===== src/rtl/frame_scheduler.sv =====
// LED-matrix frame sequencer: walks pixels through read/load/transmit, then latch gap,
// pads each frame to a fixed period and pulses game_step at frame end.
module frame_scheduler #(
  parameter int NUM_PIXELS     = 64,
  parameter int BITS_PER_PIXEL = 24,
  parameter int CYCLES_PER_BIT = 15,
  parameter int LATCH_CYCLES   = 3600,
  parameter int FRAME_CYCLES   = 375000,
  localparam int PIX_W         = $clog2(NUM_PIXELS)
) (
  input  logic             clk,
  input  logic             rst,
  input  logic             run,
  input  logic             start,
  output logic             load_sreg,
  output logic             transmit_pixel,
  output logic [PIX_W-1:0] pixel,
  output logic             latch,
  output logic             game_step,
  output logic             busy,
  output logic [15:0]      frame_count,
  output logic             overrun
);
  localparam int TX_CYCLES = BITS_PER_PIXEL * CYCLES_PER_BIT;
  localparam int CNT_MAX   = (TX_CYCLES > LATCH_CYCLES) ? TX_CYCLES : LATCH_CYCLES;
  localparam int CNT_W     = $clog2(CNT_MAX + 1);
  localparam int FC_W      = $clog2(FRAME_CYCLES + 1);

  localparam logic [CNT_W-1:0] TX_LAST  = CNT_W'(TX_CYCLES - 1);
  localparam logic [CNT_W-1:0] LAT_LAST = CNT_W'(LATCH_CYCLES - 1);
  localparam logic [FC_W-1:0]  FC_LAST  = FC_W'(FRAME_CYCLES - 1);
  localparam logic [FC_W-1:0]  FC_SAT   = '1;
  localparam logic [PIX_W-1:0] PIX_LAST = PIX_W'(NUM_PIXELS - 1);

  typedef enum logic [2:0] {IDLE, READ, LOAD, TX, LATCH, WAIT} state_t;

  state_t           state, state_nxt;
  logic [CNT_W-1:0] cnt;
  logic [FC_W-1:0]  frame_cyc;
  logic             frame_end, ovr_hit;

  always_comb begin
    state_nxt = state;
    frame_end = 1'b0;
    ovr_hit   = 1'b0;
    case (state)
      IDLE:  if (run || start) state_nxt = READ;
      READ:  state_nxt = LOAD;
      LOAD:  state_nxt = TX;
      TX:    if (cnt == TX_LAST) state_nxt = (pixel == PIX_LAST) ? LATCH : READ;
      LATCH: if (cnt == LAT_LAST) begin
               // latch gap already ran past the frame period: end now, flag it
               if (frame_cyc >= FC_LAST) begin
                 frame_end = 1'b1;
                 ovr_hit   = 1'b1;
               end else begin
                 state_nxt = WAIT;
               end
             end
      WAIT:  if (frame_cyc == FC_LAST) frame_end = 1'b1;
      default: state_nxt = IDLE;
    endcase
    if (frame_end) state_nxt = run ? READ : IDLE;
  end

  assign load_sreg      = (state == LOAD);
  assign transmit_pixel = (state == TX);
  assign latch          = (state == LATCH);
  assign busy           = (state != IDLE);
  assign game_step      = frame_end;

  always_ff @(negedge clk or posedge rst) begin
    if (rst) begin
      state       <= IDLE;
      cnt         <= '0;
      frame_cyc   <= '0;
      pixel       <= '0;
      frame_count <= '0;
      overrun     <= 1'b0;
    end else begin
      state <= state_nxt;
      // in-state cycle counter, restarted on every state change
      if (state_nxt != state || state == IDLE || state == WAIT) cnt <= '0;
      else                                                       cnt <= cnt + CNT_W'(1);
      if (state == IDLE || frame_end) frame_cyc <= '0;
      else if (frame_cyc != FC_SAT)   frame_cyc <= frame_cyc + FC_W'(1);
      if (frame_end)
        pixel <= '0;
      else if (state == TX && cnt == TX_LAST && pixel != PIX_LAST)
        pixel <= pixel + PIX_W'(1);
      if (frame_end) frame_count <= frame_count + 16'd1;
      if (ovr_hit)   overrun     <= 1'b1;
    end
  end
endmodule


===== config.mk =====
export PLATFORM = sky130hd
export DESIGN_NAME = frame_scheduler
export DESIGN_NICKNAME = d
export VERILOG_FILES = /design/src/rtl/frame_scheduler.sv
export SDC_FILE = /design/constraint.sdc
export NUM_CORES = 1
export LEC_CHECK = 0
export ABC_AREA = 0
export CORE_ASPECT_RATIO = 1.25
export CORE_MARGIN = 5
export CORE_UTILIZATION = 23
export DETAILED_ROUTE_END_ITERATION = 8
export SYNTH_ARGS = -nofsm -noshare
export SYNTH_HDL_FRONTEND = slang
export SYNTH_SLANG_ARGS = --single-unit

===== constraint.sdc =====
create_clock -name clk -period 5.1 [get_ports clk]
set_input_delay 1.53 -clock clk [delete_from_list [all_inputs] [get_ports clk]]
set_output_delay 1.53 -clock clk [all_outputs]
set_load 0.02 [all_outputs]

==> run_results.csv, run 1 <==
group,metric,value,unit
logic_synthesis,yosys.cell_count.top_type,"dfrtn_1",
detailed_routing,first_iter_violations,180,
placed_design,dp.cells,556,
detailed_routing,first_pass_iters,5,
placed_design,place_ws,-1.06,ns
detailed_routing,drc,0,
cts,clock-root-buffer,"clkbuf_16",
placed_design,gp_congestion,0.782,
die,die_area,15000,um2
final_layout,layout-drive-gt1-share,34.9,%
final_layout,antenna_cells,0,
worst_hold_path,worstHoldPathType,"reg -> reg",
critical_path,cp-end-kind,"primary output",
global_route,grt_pass1_vias,2667,
logic_synthesis,synth_edf_count,0,
cts,cts_buffers,9,
final_layout,nets,417,
die,dieWidth,111,um
cts,cts_tree,"done",
global_route,antenna_found_initial,0,
final_layout,fin_util,34.3,%
logic_synthesis,synth_top_flop_cell,"dfrtn_1",
critical_path,crit_type,"reg -> out",
logic_synthesis,synth_seq_cells,57,
critical_path,cp.required,3.57,ns
die,start_util,23.2,%
placed_design,dpl-instance-area,3960,um2
job,cap_violations,0,
logic_synthesis,netlist_instances,294,
logic_synthesis,synthesis.nets,302,
die,num_io_pins,32,
sta,worst_slack,-0.795,ns
detailed_routing,drt_wl_total,7.08,mm
logic_synthesis,synth_area,2910,um2
critical_path,arrival,4.36,ns
run_status,violations,"setup timing",
sta,maxSlewHeadroom,37.8,%
cts,insertion_delay,0.34,ns
logic_synthesis,synth_top_area_share,49.1,%
detailed_routing,post_drt_via_cell_ratio,4.34,
critical_path,path_max_fanout,4,
logic_synthesis,synth-async-reset-ratio,100,%
cts,clk_pin_slew,0.04,ns
placed_design,io_buffers,31,
cts,cts_max_level,3,
logic_synthesis,avgSynthCellArea,9.88,um2
logic_synthesis,synth.distinct_cells,44,
pwr,ir_drop,0.200,mV
pwr,p_leak,2.07,nW
sta,rsz0062_at_grt,"yes",
final_layout,fill_cells,1330,
final_layout,design_area,4300,um2
cts,numClockSinks,57,
placed_design,dp.final_hpwl,5.04,mm
detailed_routing,routedWlPerCell,12.2,um
die,rows,46,
sta,drv_slew,0,
logic_synthesis,synth.area.top_cells,"dfrtn_1 (49%), xor2_1 (7.5%), nor2_1 (5.4%)",
global_route,gr-total-overflow,0,
logic_synthesis,yosysSeqAreaShare,49.1,%
pwr,power_density,256,nW/um2
final_layout,syn2layout_area_growth,47.9,%
logic_synthesis,yosysTopAreaCell,"dfrtn_1",
global_route,grt_max_degree,58,
sta,clock-skew-final,0.00764,ns
global_route,grt_pass1_wl,12.3,mm
critical_path,start_kind,"flip-flop",
cts,cts_max_path_buffers,2,
final_layout,final_cells,581,
pwr,power.total,0.00110,W
sta,worst_slew_pin_slew,0.933,ns
die,fp.dieH,136,um
sta,setup_violations,5,
logic_synthesis,ys_warn_count,0,
detailed_routing,vias,2520,
run_status,status,"finished, violations left",
logic_synthesis,synth_common_cells,"dfrtn_1 (57), nor2_1 (42), nand2_1 (28), xor2_1 (25), nand3_1 (22)",
detailed_routing,final_antenna_net_count,0,
global_route,grt_usage,10.0,%
die,core,12500,um2
sta,hold_viol_final,0,
==> per-layer routing <==
layer / wire [um] / GRT usage [%] / vias up
li1: - / - / 1255
met4: 111 / 3.70 / 0
met3: 232 / 2.68 / 11
met1: 3200 / 12.0 / 1209
met5: 0 / 0 / -
met2: 3530 / 17.3 / 45
==> per-stage QoR <==
step	setup TNS [ns]	hold slack, ns
after floorplan	-0.655	0.362
after global placement	-3.34	0.412
after detailed placement	-3.34	0.413
after CTS	-2.12	0.414
after global routing	-2.28	0.440
final	-2.00	0.411
==> cell families (layout without fill, tap and decap cells) <==
kind of cell             count (synthesis)  after routing  synth area share (%)
XOR/XNOR                                43             43                  13.0
AO/OA/AOI/OAI                           24             24                  5.17
flip-flops                              57             57                  49.1
AND/OR/NAND/NOR                        154            154                  28.6
adder cells (fa/ha/maj)                  4              4                  1.72
multiplexers                             2              2                 0.689
buffers and inverters                   10            129                  1.77
==> state kept, by name, indices dropped and copies added, names as in the netlist <==
register / flops
cnt: 12
pixel: 6
frame_cyc: 19
overrun: 1
state: 3
frame_count: 16
==> layout by cell type (no fill, tap or decap), types with 3 or more instances in the layout <==
cell              n
a21oi_1           9
a31oi_1           3
and2_1            4
and3_1            9
buf_2            21
buf_4            78
buf_6             7
clkbuf_16         9
clkbuf_8          4
clkdlybuf4s50_1   3
dfrtn_1          57
ha_1              3
nand2_1          27
nand2b_1          4
nand3_1          22
nand3b_1          3
nand4_1           8
nor2_1           41
nor3_1           11
o21ai_0           3
xnor2_1          18
xor2_1           25
==> worst paths after layout <==
| check | cells past startpoint | slack [ns] | endpoint | start |
|---|---|---|---|---|
| max in group asynchronous | 3 | 0.74 | frame_cyc[16]$_DFFE_NP0P_ | rst |
| min in group asynchronous | 3 | 4.08 | cnt[3]$_DFF_NP0_ | rst |
| min | 1 | 0.41 | overrun$_DFFE_NP0P_ | overrun$_DFFE_NP0P_ |
| min reg2reg | 1 | 0.41 | overrun$_DFFE_NP0P_ | overrun$_DFFE_NP0P_ |
| max reg2reg | 9 | 2.41 | frame_cyc[2]$_DFFE_NP0P_ | cnt[1]$_DFF_NP0_ |
| max | 6 | -0.79 | game_step | cnt[1]$_DFF_NP0_ |
==> critical path: stages, from the launching register on <==
cell and delay, ns:
dfrtn_1 0.41, ha_2 0.18, and3_4 0.17, nand4_1 0.16, nand4b_1 0.23, o211ai_1 0.13
buf_4 0.19
==> repair_timing <==
| action | CTS | global route |
|---|---|---|
| setup endpoints to repair | 28 | 9 |
| pin swaps | 7 | 5 |
| endpoints found under the hold margin | 0 | 0 |
| hold buffers | 0 | 0 |
| buffers inserted | 6 | 6 |
| gates resized for setup | 126 | 6 |
==> final cells by class <==
| cell class | instances | area (um2) | share of cell area, % |
|---|---|---|---|
| Clock inverter | 2 | 35.0 | 0.815 |
| Tap cell | 168 | 210 | 4.89 |
| Clock buffer | 13 | 280 | 6.52 |
| Inverter | 2 | 11.3 | 0.262 |
| Multi-Input combinational cell | 227 | 1490 | 34.7 |
| Sequential cell | 57 | 1430 | 33.2 |
| Timing Repair Buffer | 112 | 842 | 19.6 |
==> report_power, final <==
part | internal, W | leakage, nW | switching, W
registers | 0.000456 | 0.748 | 0
logic | 0.00000380 | 1.16 | 0.00000974
clock network | 0.000427 | 0.158 | 0.000203
total | 0.000886 | 2.07 | 0.000213
Power figures use the tool's default switching activity.
==> run 2: changes to the inputs <==
- ABC_CLOCK_PERIOD_IN_PS: not set -> 5100
- DONT_BUFFER_PORTS: not set -> 1
==> run 2 against run 1 <==
Against the previous run: the flow still finishes with violations (setup timing); wire length down 5.5%; first-iteration DRC count decreased by 46%; power down 1.7%; register-to-register slack better by 0.03 ns; clock-buffer cell count stayed put; critical path depth unchanged; highest routed layer unchanged.
==> run_results.csv, run 2 (synthesis results as in run 1) <==
group,metric,value,unit
critical_path,ff2ff_setup_slack,2.44,ns
final_layout,design_area,3880,um2
sta,worst_slack,-0.774,ns
placed_design,place_ws,-0.567,ns
detailed_routing,final_antenna_net_count,0,
global_route,grt_max_degree,58,
sta,hold_viol_final,0,
cts,clk_pin_slew,0.04,ns
final_layout,antenna_cells,0,
final_layout,layout-drive-gt1-share,24.6,%
sta,worst_slew_pin_slew,0.873,ns
final_layout,top_regs,"frame_cyc: 19 flops, frame_count: 16 flops, cnt: 12 flops",
critical_path,cp-end-kind,"primary output",
cts,cts_buffers,9,
run_status,status,"finished, violations left",
detailed_routing,routedWlPerCell,12.8,um
placed_design,dp.final_hpwl,4.83,mm
die,rows,46,
global_route,grt_pass1_vias,2371,
placed_design,io_buffers,0,
critical_path,arrival,4.34,ns
final_layout,nets,357,
pwr,power_density,278,nW/um2
placed_design,gp_congestion,0.780,
sta,rsz0062_at_grt,"yes",
cts,cts_max_level,3,
final_layout,syn2layout_area_growth,33.7,%
die,num_io_pins,32,
cts,cts_max_path_buffers,2,
detailed_routing,drc,0,
global_route,grt_usage,9.36,%
final_layout,layout_commonest_cell,"dfrtn_1",
cts,cts_hold_buf,0,
final_layout,regMostFlops,"frame_cyc",
die,core,12500,um2
detailed_routing,first_pass_iters,4,
detailed_routing,post_drt_via_cell_ratio,4.44,
critical_path,start_kind,"flip-flop",
die,fp.dieH,136,um
die,start_util,23.2,%
critical_path,path_max_fanout,3,
job,cap_violations,0,
pwr,power.total,0.00108,W
global_route,grt_pass1_wl,11.4,mm
cts,cts_tree,"done",
final_layout,largest_reg_flops,19,
pwr,p_leak,1.76,nW
critical_path,cp.required,3.57,ns
sta,clock-skew-final,0.00527,ns
sta,maxSlewHeadroom,41.8,%
critical_path,crit_type,"reg -> out",
die,dieWidth,111,um
cts,numClockSinks,57,
detailed_routing,first_iter_violations,97,
pwr,ir_drop,0.205,mV
global_route,antenna_found_initial,0,
final_layout,fin_util,31.0,%
global_route,gr-total-overflow,0,
sta,drv_slew,0,
cts,insertion_delay,0.33,ns
worst_hold_path,worstHoldPathType,"reg -> reg",
detailed_routing,vias,2311,
sta,setup_violations,5,
run_status,violations,"setup timing",
die,die_area,15000,um2
detailed_routing,drt_wl_total,6.68,mm
cts,clock-root-buffer,"clkbuf_16",
final_layout,most-common-layout-cells,"dfrtn_1 (57), buf_4 (46), nor2_1 (41), nand2_1 (27), xor2_1 (25)",
placed_design,dpl-instance-area,3480,um2
-- run 2: power by group --
| group | switching, W | internal (W) | total (W) |
|---|---|---|---|
| combinational | 0.00000895 | 0.00000185 | 0.0000108 |
| sequential | 0 | 0.000456 | 0.000456 |
| clock | 0.000187 | 0.000427 | 0.000614 |
-- run 2: repair_timing --
action | CTS | global route
resized for setup | 10 | 3
cloned | 0 | 0
endpoints found under the setup margin | 5 | 5
pin swaps | 2 | 3
hold endpoints to repair | 0 | 0
buffers inserted | 1 | 2
-- run 2: layer usage --
layer,track usage [%],vias up,share of wire [%]
met3,2.68,7,5.1
met2,16.2,60,51
li1,-,1134,-
met1,10.9,1110,43
met4,3.76,0,0.97
met5,0,-,0
-- run 2: worst max-delay path, cell delays in order, from the launching register on --
cell	delay, ns
dfrtn_1	0.41
ha_2	0.19
and3_4	0.18
nand4_1	0.14
nand4b_1	0.23
o211ai_1	0.13
buf_4	0.19
-- run 2: path summary, 6_finish.rpt --
kind / cells past startpoint / to / start
min in group asynchronous: 2 / cnt[7]$_DFF_NP0_ / rst
max: 6 / game_step / cnt[1]$_DFF_NP0_
max in group asynchronous: 2 / frame_cyc[8]$_DFFE_NP0P_ / rst
min reg2reg: 2 / cnt[0]$_DFF_NP0_ / cnt[0]$_DFF_NP0_
max reg2reg: 9 / frame_cyc[2]$_DFFE_NP0P_ / cnt[1]$_DFF_NP0_
min: 2 / cnt[0]$_DFF_NP0_ / cnt[0]$_DFF_NP0_
-- run 2: cell type report --
class | count | area, um2
fill | 1331 | 8660
multi-input combinational | 227 | 1500
sequential | 57 | 1430
timing repair buffer | 52 | 422
clock buffer | 13 | 280
tap | 168 | 210
clock inverter | 2 | 35.0
inverter | 2 | 11.3
-- run 2: through the flow --
stage / hold WS [ns] / std cells / setup TNS (ns)
global route: 0.550 / 521 / -2.10
global placement: 0.482 / 503 / -0.505
detailed placement: 0.500 / 503 / -0.578
CTS: 0.503 / 519 / -1.71
finish: 0.492 / 521 / -1.81
floorplan: 0.362 / 294 / -0.655
==> run 3: changes to the inputs <==
- CELL_PAD_IN_SITES_DETAIL_PLACEMENT: not set -> 1
- CELL_PAD_IN_SITES_GLOBAL_PLACEMENT: not set -> 1
- CORE_MARGIN: 5 -> not set
- PLACE_DENSITY_LB_ADDON: not set -> 0.1
==> run 3 against run 2 <==
Against the previous run: the flow still finishes with violations (setup timing); wire length increased by 16%; utilization increased by 1.6 points; clock skew about the same; cell count increased by 1.9%; hold slack improved by 0.0018 ns; worst setup slack got worse by 0.012 ns; global-route usage increased by 4.0 points; sequential share of layout area decreased by 0.89 points; critical path depth unchanged.
==> run_results.csv, run 3 (synthesis results as in run 1) <==
group,metric,value,unit
global_route,grt_usage,13.3,%
die,core,12200,um2
sta,worst_slack,-0.785,ns
die,die_area,13100,um2
global_route,antenna_found_initial,0,
critical_path,cp_cell_sequence,"ha_2 > and3_4 > nand4_1 > buf_4 > o211ai_1 > buf_4",
final_layout,layout_commonest_cell,"buf_4",
cts,numClockSinks,57,
detailed_routing,drc,0,
cts,cts_tree,"done",
die,dieWidth,103,um
critical_path,path_delay_family,"flip-flops",
pwr,power_switching,0.000225,W
final_layout,top_regs,"frame_cyc: 19 flops, frame_count: 16 flops, cnt: 12 flops",
sta,clock-skew-final,0.00574,ns
cts,cts_buffers,9,
detailed_routing,final_antenna_net_count,0,
cts,cts_max_path_buffers,2,
cts,clk_pin_slew,0.04,ns
critical_path,cp_slowest_cell,"dfrtn_1",
die,start_util,23.8,%
placed_design,dp.final_hpwl,5.46,mm
final_layout,seq_area,1430,um2
final_layout,nets,370,
critical_path,cpMostUsedCell,"buf_4",
critical_path,cp.required,3.57,ns
critical_path,arrival,4.36,ns
final_layout,multi_input_area,1480,um2
pwr,pwr-share-seq,40.1,%
detailed_routing,drt_wl_total,7.74,mm
die,rows,45,
global_route,grt_pass1_wl,13.2,mm
detailed_routing,post_drt_via_cell_ratio,4.43,
cts,clock-root-buffer,"clkbuf_16",
pwr,clockPowerShare,58.9,%
global_route,gr-total-overflow,0,
critical_path,cp-end-kind,"primary output",
cts,insertion_delay,0.34,ns
final_layout,regMostFlops,"frame_cyc",
critical_path,crit_type,"reg -> out",
sta,tns,-1.85,ns
die,fp.dieH,128,um
critical_path,ff2ff_setup_slack,2.20,ns
placed_design,io_buffers,0,
job,cap_violations,0,
final_layout,antenna_cells,0,
detailed_routing,routedWlPerCell,14.6,um
pwr,power_switching_share,19.9,%
sta,setup_violations,5,
worst_hold_path,worstHoldPathType,"reg -> reg",
detailed_routing,first_iter_violations,54,
detailed_routing,vias,2354,
global_route,grt_pass1_vias,2658,
cts,cts_max_level,3,
placed_design,dpl-instance-area,3530,um2
sta,drv_slew,0,
pwr,ir_drop,0.145,mV
pwr,power.total,0.00113,W
pwr,p_leak,1.83,nW
final_layout,fill_cells,1425,
critical_path,path_max_fanout,2,
sta,hold_viol_final,0,
pwr,comb_power_share,1.0,%
critical_path,critPathBufInv,2,
run_status,status,"finished, violations left",
detailed_routing,first_pass_iters,4,
critical_path,start_kind,"flip-flop",
final_layout,most-common-layout-cells,"buf_4 (58), dfrtn_1 (57), nor2_1 (41), nand2_1 (27), xor2_1 (25)",
sta,worst_slew_pin_slew,0.986,ns
final_layout,layout-drive-gt1-share,27.5,%
final_layout,largest_reg_flops,19,
final_layout,design_area,3980,um2
pwr,power_density,285,nW/um2
placed_design,gp_congestion,0.706,
critical_path,crit_path_max_incr_delay,0.41,ns
run_status,violations,"setup timing",
cts,cts_hold_buf,0,
final_layout,syn2layout_area_growth,37.0,%
sta,rsz0062_at_grt,"yes",
die,num_io_pins,32,
sta,maxSlewHeadroom,34.3,%
pwr,intPower,0.000909,W
global_route,grt_max_degree,58,
## run 3: changes by cell type in the layout (fill, tap and decap cells not counted), sizes merged
cell | before | now
clkbuf | 13 | 11
clkinvlp | 1 | 2
bufinv | 1 | 2
buf | 52 | 65
clkinv | 1 | 2
## run 3: layer usage
metal / track usage (%) / wire length [um]
met3: 3.27 / 341
met4: 7.06 / 133
met1: 15.6 / 3290
met5: 0 / 0
met2: 22.1 / 3970
## run 3: repair_timing
action | in CTS | in global routing
setup endpoints to repair | 5 | 5
resized for setup | 7 | 5
pin swaps | 3 | 4
buffers inserted | 2 | 7
## run 3: final cells by class
cell class                 instances  share of cell area (%)
multi-input combinational        227                    37.3
clock inverter                     5                    1.95
clock buffer                      11                    6.35
tap                              164                    5.16
timing repair buffer              65                    13.1
sequential                        57                    35.8
inverter                           2                   0.283
## run 3: power by group through the flow
stage | clock (W) | combinational [W] | sequential (W)
2_1_floorplan | 0 | 0.00000677 | 0.000463
3_3_place_gp | 0 | 0.0000126 | 0.000463
3_5_place_dp | 0 | 0.0000127 | 0.000463
4_1_cts | 0.000690 | 0.0000127 | 0.000455
5_1_grt | 0.000704 | 0.0000136 | 0.000455
6_report | 0.000668 | 0.0000113 | 0.000455
## run 3: worst paths after layout
check | end | from | depth (start not counted)
max | game_step | cnt[0]$_DFF_NP0_ | 6
min | cnt[0]$_DFF_NP0_ | cnt[0]$_DFF_NP0_ | 2
max reg2reg | frame_cyc[2]$_DFFE_NP0P_ | cnt[0]$_DFF_NP0_ | 10
min reg2reg | cnt[0]$_DFF_NP0_ | cnt[0]$_DFF_NP0_ | 2
max in group asynchronous | state[0]$_DFF_NP0_ | rst | 2
min in group asynchronous | frame_cyc[15]$_DFFE_NP0P_ | rst | 2
## run 3: through the flow
stage	hold slack, ns	utilization (%)	worst slack [ns]	instances
floorplan	0.362	-	-0.430	294
global placement	0.485	28.9	-0.460	506
detailed placement	0.501	28.9	-0.459	506
CTS	0.501	32.0	-0.811	524
global route	0.527	32.6	-0.848	531
finish	0.494	32.6	-0.785	531
## run 3: tightest hold or removal path, delay by kind of cell (launching register included)
kind | cells | cell delay, ns
simple gates | 1 | 0.09
buf+inv | 1 | 0.14
flops | 1 | 0.34
